File: src/rtl/btn_conditioner.sv
// btn_conditioner
//   Push-button front end: synchronizes the raw button pins, debounces each
//   one against a shared sample tick, and produces a one-clk press pulse per
//   button. Buttons selected by REPEAT_MASK also auto-repeat while held.
//
// Ports
//   clk        system clock
//   rst        asynchronous reset, ACTIVE LOW
//   btn_in     raw asynchronous button pins, active-high ([3]=L [2]=R [1]=U [0]=D)
//   btn_level  debounced level per button (registered)
//   btn_pulse  one-clk press / repeat pulse per button (registered)

// Per-button debounce + press/repeat FSM.
// Debounce runs on tick edges. The FSM runs one clk later, on tick_d edges,
// so it sees the level that the tick edge just produced.
module btn_lane #(
    parameter int STABLE_CNT   = 8,
    parameter int REPEAT_DELAY = 500,
    parameter int REPEAT_RATE  = 100,
    parameter bit REPEAT_EN    = 1'b0
) (
    input  logic clk,
    input  logic rst,
    input  logic sample,
    input  logic tick,
    input  logic tick_d,
    output logic level,
    output logic pulse
);

    typedef enum logic [1:0] {IDLE, HELD, REPEAT} state_t;

    state_t      state;
    logic [7:0]  scnt;
    logic [15:0] rcnt;
    logic [7:0]  scnt_inc;
    logic [15:0] rcnt_inc;

    assign scnt_inc = scnt + 8'd1;
    assign rcnt_inc = rcnt + 16'd1;

    // Any sample that agrees with the current level restarts the count,
    // so only STABLE_CNT consecutive disagreeing samples flip the level.
    always_ff @(posedge clk or negedge rst) begin
        if (!rst) begin
            scnt  <= '0;
            level <= 1'b0;
        end else if (tick) begin
            if (sample == level) begin
                scnt <= '0;
            end else if (scnt_inc == 8'(STABLE_CNT)) begin
                level <= ~level;
                scnt  <= '0;
            end else begin
                scnt <= scnt_inc;
            end
        end
    end

    // A release takes priority over an rcnt match evaluated in the same step.
    always_ff @(posedge clk or negedge rst) begin
        if (!rst) begin
            state <= IDLE;
            rcnt  <= '0;
            pulse <= 1'b0;
        end else begin
            pulse <= 1'b0;
            if (tick_d) begin
                case (state)
                    IDLE: begin
                        if (level) begin
                            pulse <= 1'b1;
                            rcnt  <= '0;
                            state <= HELD;
                        end
                    end
                    HELD: begin
                        if (!level) begin
                            state <= IDLE;
                        end else if (REPEAT_EN) begin
                            if (rcnt_inc == 16'(REPEAT_DELAY)) begin
                                pulse <= 1'b1;
                                rcnt  <= '0;
                                state <= REPEAT;
                            end else begin
                                rcnt <= rcnt_inc;
                            end
                        end
                    end
                    REPEAT: begin
                        if (!level) begin
                            state <= IDLE;
                        end else if (rcnt_inc == 16'(REPEAT_RATE)) begin
                            pulse <= 1'b1;
                            rcnt  <= '0;
                        end else begin
                            rcnt <= rcnt_inc;
                        end
                    end
                    default: state <= IDLE;
                endcase
            end
        end
    end

endmodule

module btn_conditioner #(
    parameter int             N_BTN        = 4,
    parameter int             SAMPLE_DIV   = 100_000,
    parameter int             STABLE_CNT   = 8,
    parameter int             REPEAT_DELAY = 500,
    parameter int             REPEAT_RATE  = 100,
    parameter logic [N_BTN-1:0] REPEAT_MASK = 4'b0011
) (
    input  logic             clk,
    input  logic             rst,
    input  logic [N_BTN-1:0] btn_in,
    output logic [N_BTN-1:0] btn_level,
    output logic [N_BTN-1:0] btn_pulse
);

    localparam int TW = (SAMPLE_DIV > 2) ? $clog2(SAMPLE_DIV) : 1;

    logic [N_BTN-1:0] sync1;
    logic [N_BTN-1:0] sync2;
    logic [TW-1:0]    tcnt;
    logic             tick;
    logic             tick_d;

    always_ff @(posedge clk or negedge rst) begin
        if (!rst) begin
            sync1 <= '0;
            sync2 <= '0;
        end else begin
            sync1 <= btn_in;
            sync2 <= sync1;
        end
    end

    // Shared sample tick: high for the single cycle where tcnt is at its top.
    assign tick = (tcnt == TW'(SAMPLE_DIV - 1));

    always_ff @(posedge clk or negedge rst) begin
        if (!rst) begin
            tcnt   <= '0;
            tick_d <= 1'b0;
        end else begin
            tcnt   <= tick ? '0 : tcnt + TW'(1);
            tick_d <= tick;
        end
    end

    for (genvar g = 0; g < N_BTN; g++) begin : g_lane
        btn_lane #(
            .STABLE_CNT  (STABLE_CNT),
            .REPEAT_DELAY(REPEAT_DELAY),
            .REPEAT_RATE (REPEAT_RATE),
            .REPEAT_EN   (REPEAT_MASK[g])
        ) u_lane (
            .clk   (clk),
            .rst   (rst),
            .sample(sync2[g]),
            .tick  (tick),
            .tick_d(tick_d),
            .level (btn_level[g]),
            .pulse (btn_pulse[g])
        );
    end

endmodule
File: config.mk
export PLATFORM = sky130hd
export DESIGN_NAME = btn_conditioner
export DESIGN_NICKNAME = d
export VERILOG_FILES = /design/src/rtl/btn_conditioner.sv
export SDC_FILE = /design/constraint.sdc
export NUM_CORES = 1
export LEC_CHECK = 0
export BUFFER_PORTS_ARGS = -buffer_cell sky130_fd_sc_hd__clkbuf_2
export CORE_UTILIZATION = 60
export CTS_CLUSTER_DIAMETER = 200
export DETAILED_ROUTE_END_ITERATION = 12
export MAX_ROUTING_LAYER = met4
export PLACE_DENSITY = 0.75
export SYNTH_ARGS = -nofsm -noshare
export SYNTH_HDL_FRONTEND = slang
export SYNTH_SLANG_ARGS = --single-unit
File: constraint.sdc
create_clock -name clk -period 7.2 [get_ports clk]
set_clock_uncertainty 0.2 [all_clocks]
set_input_delay 1.44 -clock clk [delete_from_list [all_inputs] [get_ports clk]]
set_output_delay 1.44 -clock clk [all_outputs]
set_load 0.01 [all_outputs]
==> results_dict.tcl <==
set metrics [dict create \
    status "finished, final reports clean" \
    gp_congestion 0.845 \
    required_ns 7.27 \
    tightest_slew_ns 1.14 \
    fmax_mhz 272 \
    grt_pass1_vias 4332 \
    hpwlAfterDp_mm 7.82 \
    power.switching_mw 0.216 \
    maxSlewViolCount 0 \
    power_frac_comb_pct 1.7 \
    ys_seq_area_share_pct 43.0 \
    cts_max_path_buffers 2 \
    yosys.area.top_type_share_pct 43.0 \
    syn_area_um2 6060 \
    cts_resized 0 \
    holdPathStages 0 \
    core_um2 9770 \
    finalWirelength_mm 11.7 \
    ys_ff_latch 104 \
    yosysWarnings 0 \
    pin_count 14 \
    synth_top_cell_by_area "dfrtp_1" \
    synth_area_leaders "dfrtp_1 (43%), nand2_1 (5.8%), o21ai_0 (3.7%)" \
    post-route-period-util_pct 51.1 \
    ir_drop_mv 0.123 \
    power_mw 0.994 \
    areaGrowthSynthToFinish_pct 4.24 \
    antenna_found_initial 0 \
    numCtsBuffers 9 \
    hold_viol 0 \
    die_w_um 102 \
    synth_edf_count 0 \
    leakage_nw 2.71 \
    postCtsSetupRepairBufs 0 \
    hold_buffers 0 \
    p_int_mw 0.778 \
    power_frac_clock_pct 39.3 \
    worst-setup-path-type "reg2reg" \
    min_path_type "reg2reg" \
    clk_latency_ns 0.39 \
    hold_start "sync1[1]" \
    clk_pin_slew_ns 0.09 \
    syn_inst 674 \
    diodes 0 \
    globalRouteOverflowTotal 0 \
    timing.hold.ws_ns 0.156 \
    grt_use_total_pct 24.9 \
    async_reset_ff_share_pct 100 \
    cp_max_fo 12 \
    via_count 4814 \
    io_buffers 13 \
    cpPeakStageDelay_ns 0.62 \
    layout.cells.non_filler 798 \
    crit_slowest_cell "o21ai_1" \
    place_inst 782 \
    fin_nets 683 \
    cts_tree "yes" \
    path_delay_family "compound AO/OA/AOI/OAI gates" \
    cts_root_buf "clkbuf_8" \
    wl_per_cell_um 14.7 \
    worstPathCellList "ha_1 > and4_1 > nand4_2 > nor4b_1 > o211ai_2 > o21ai_1 > a21oi_1 > a221o_1" \
    dieArea_um2 10500 \
    syn-mean-instance-area_um2 8.98 \
    dominantRegCellSynth "dfrtp_1" \
    worstSetupStartpointType "flop" \
    htree_levels 3 \
    maxCapViolations 0 \
    start_util_pct 62.0 \
    cts.sinks 104 \
    vias_per_cell 6.03 \
    grt_max_degree 59 \
    tns_ns 0 \
    grt_pass1_wl_mm 19.8 \
    switching_share_pct 21.7 \
    fin_crit_ns 3.68 \
    cp.depth 8 \
    ys_types 60 \
    die_h_um 102 \
    setup_violations 0 \
    drive_above_1_share_pct 7.82 \
    reg2regPathDepth 8 \
    num_rows 36 \
    drtPass1Iterations 5 \
    pwr-share-seq_pct 59.0 \
    critPathLaunch "g_lane[1].u_lane.rcnt[0]" \
    cp-end-kind "flop" \
    slew_headroom_pct 24.1 \
    crit_buf_inv 0 \
    arrival_ns 3.75 \
    drt_iter0_markers 229 \
    drc 0 \
    final_antenna_net_count 0 \
    timing.rr.start "g_lane[1].u_lane.rcnt[0]" \
    rsz0062_at_grt "no" \
    syn_nets 697 \
    p_per_area_nw_per_um2 157 \
]
==> worst register-to-register path: stages, from the launching register on <==
cell and delay [ns]:
dfrtp_1 0.41, ha_1 0.24, and4_1 0.38, nand4_2 0.23, nor4b_1 0.36, o211ai_2 0.18, o21ai_1 0.62, a21oi_1 0.52
a221o_1 0.42
==> registers in the layout (all words and copies together) (netlist names) <==
name / count
g_lane.u_lane.level: 4
g_lane.u_lane.pulse: 4
g_lane.u_lane.rcnt: 32
g_lane.u_lane.scnt: 32
g_lane.u_lane.state: 6
sync1: 4
sync2: 4
tcnt: 17
tick_d: 1
==> final cells by class <==
cell class,instances,area (um2)
Sequential cell,104,2600
Tap cell,133,166
Inverter,20,75.1
Clock buffer,12,165
Fill cell,807,3460
Clock inverter,4,51.3
Multi-Input combinational cell,510,3170
Timing Repair Buffer,15,82.6
==> Yosys cell counts, drive strengths merged, types with 2 or more instances <==
cell	n
or3	13
o31a	3
nand3b	8
dfrtp	104
mux2i	8
and4	7
nand2b	14
clkbuf	19
a22o	6
nor3	36
nor2	42
a21oi	13
xor2	14
or2	4
nor4	9
a31oi	2
o211ai	10
a211oi	5
o2111ai	4
o21ai	50
and3	16
o31ai	6
nand3	37
xnor2	19
nand4	10
nand2	93
a2111oi	2
inv	20
and2	14
ha	17
a221oi	3
nor2b	6
a221o	6
o221ai	6
a21o	7
o311ai	3
or4b	2
buf	21
mux2	5
o22ai	2
==> metal layers <==
layer	share of wire, %	global-route usage [%]	routed length [um]
met1	47	32.2	5500
met2	48	38.4	5580
met3	4.4	6.50	513
met4	1.0	7.25	119
met5	0	-	0
==> power by group through the flow <==
stage | logic [mW] | clock network [mW] | registers [mW]
6_report | 0.0167 | 0.390 | 0.587
5_1_grt | 0.0202 | 0.428 | 0.588
4_1_cts | 0.0179 | 0.403 | 0.587
3_5_place_dp | 0.0179 | 0 | 0.599
3_3_place_gp | 0.0174 | 0 | 0.599
2_1_floorplan | 0.00333 | 0 | 0.598
==> layout by cell type, fill, tap and decap left out, types with 9 or more instances in the layout <==
cell	count
nand3_1	37
clkbuf_2	12
a21oi_1	13
nand2b_1	14
inv_1	20
and3_1	16
xor2_1	14
o21ai_0	44
nor3_1	34
ha_1	17
or3_1	12
and2_1	14
dfrtp_1	104
clkbuf_8	12
nor2_1	42
o211ai_1	9
nor4_1	9
xnor2_1	19
nand2_1	93
==> stage by stage <==
stage          area, um2  util (%)  setup slack (ns)
4_1_cts             6310      64.6              3.56
5_1_grt             6310      64.6              3.34
3_3_place_gp        6100      62.4              3.77
2_1_floorplan       6060         -              4.55
6_report            6310      64.6              3.52
3_5_place_dp        6100      62.4              3.58
==> final timing paths <==
kind	to	slack [ns]
max	g_lane[1].u_lane.rcnt[7]	3.52
min in group asynchronous	g_lane[0].u_lane.rcnt[9]	0.83
min reg2reg	sync2[1]	0.16
max in group asynchronous	tcnt[6]	4.84
min	sync2[1]	0.16
max reg2reg	g_lane[1].u_lane.rcnt[7]	3.52
==> logic make-up after synthesis <==
logic type,share of synthesized area [%]
DFF,43.0
muxes,2.25
AOI/OAI and AO/OA,15.0
xor gates and xnor gates,4.77
adders and majority gates,3.51
and+or+nand+nor,26.8
buffers and inverters,4.75
(Power assumes the default switching activity.)
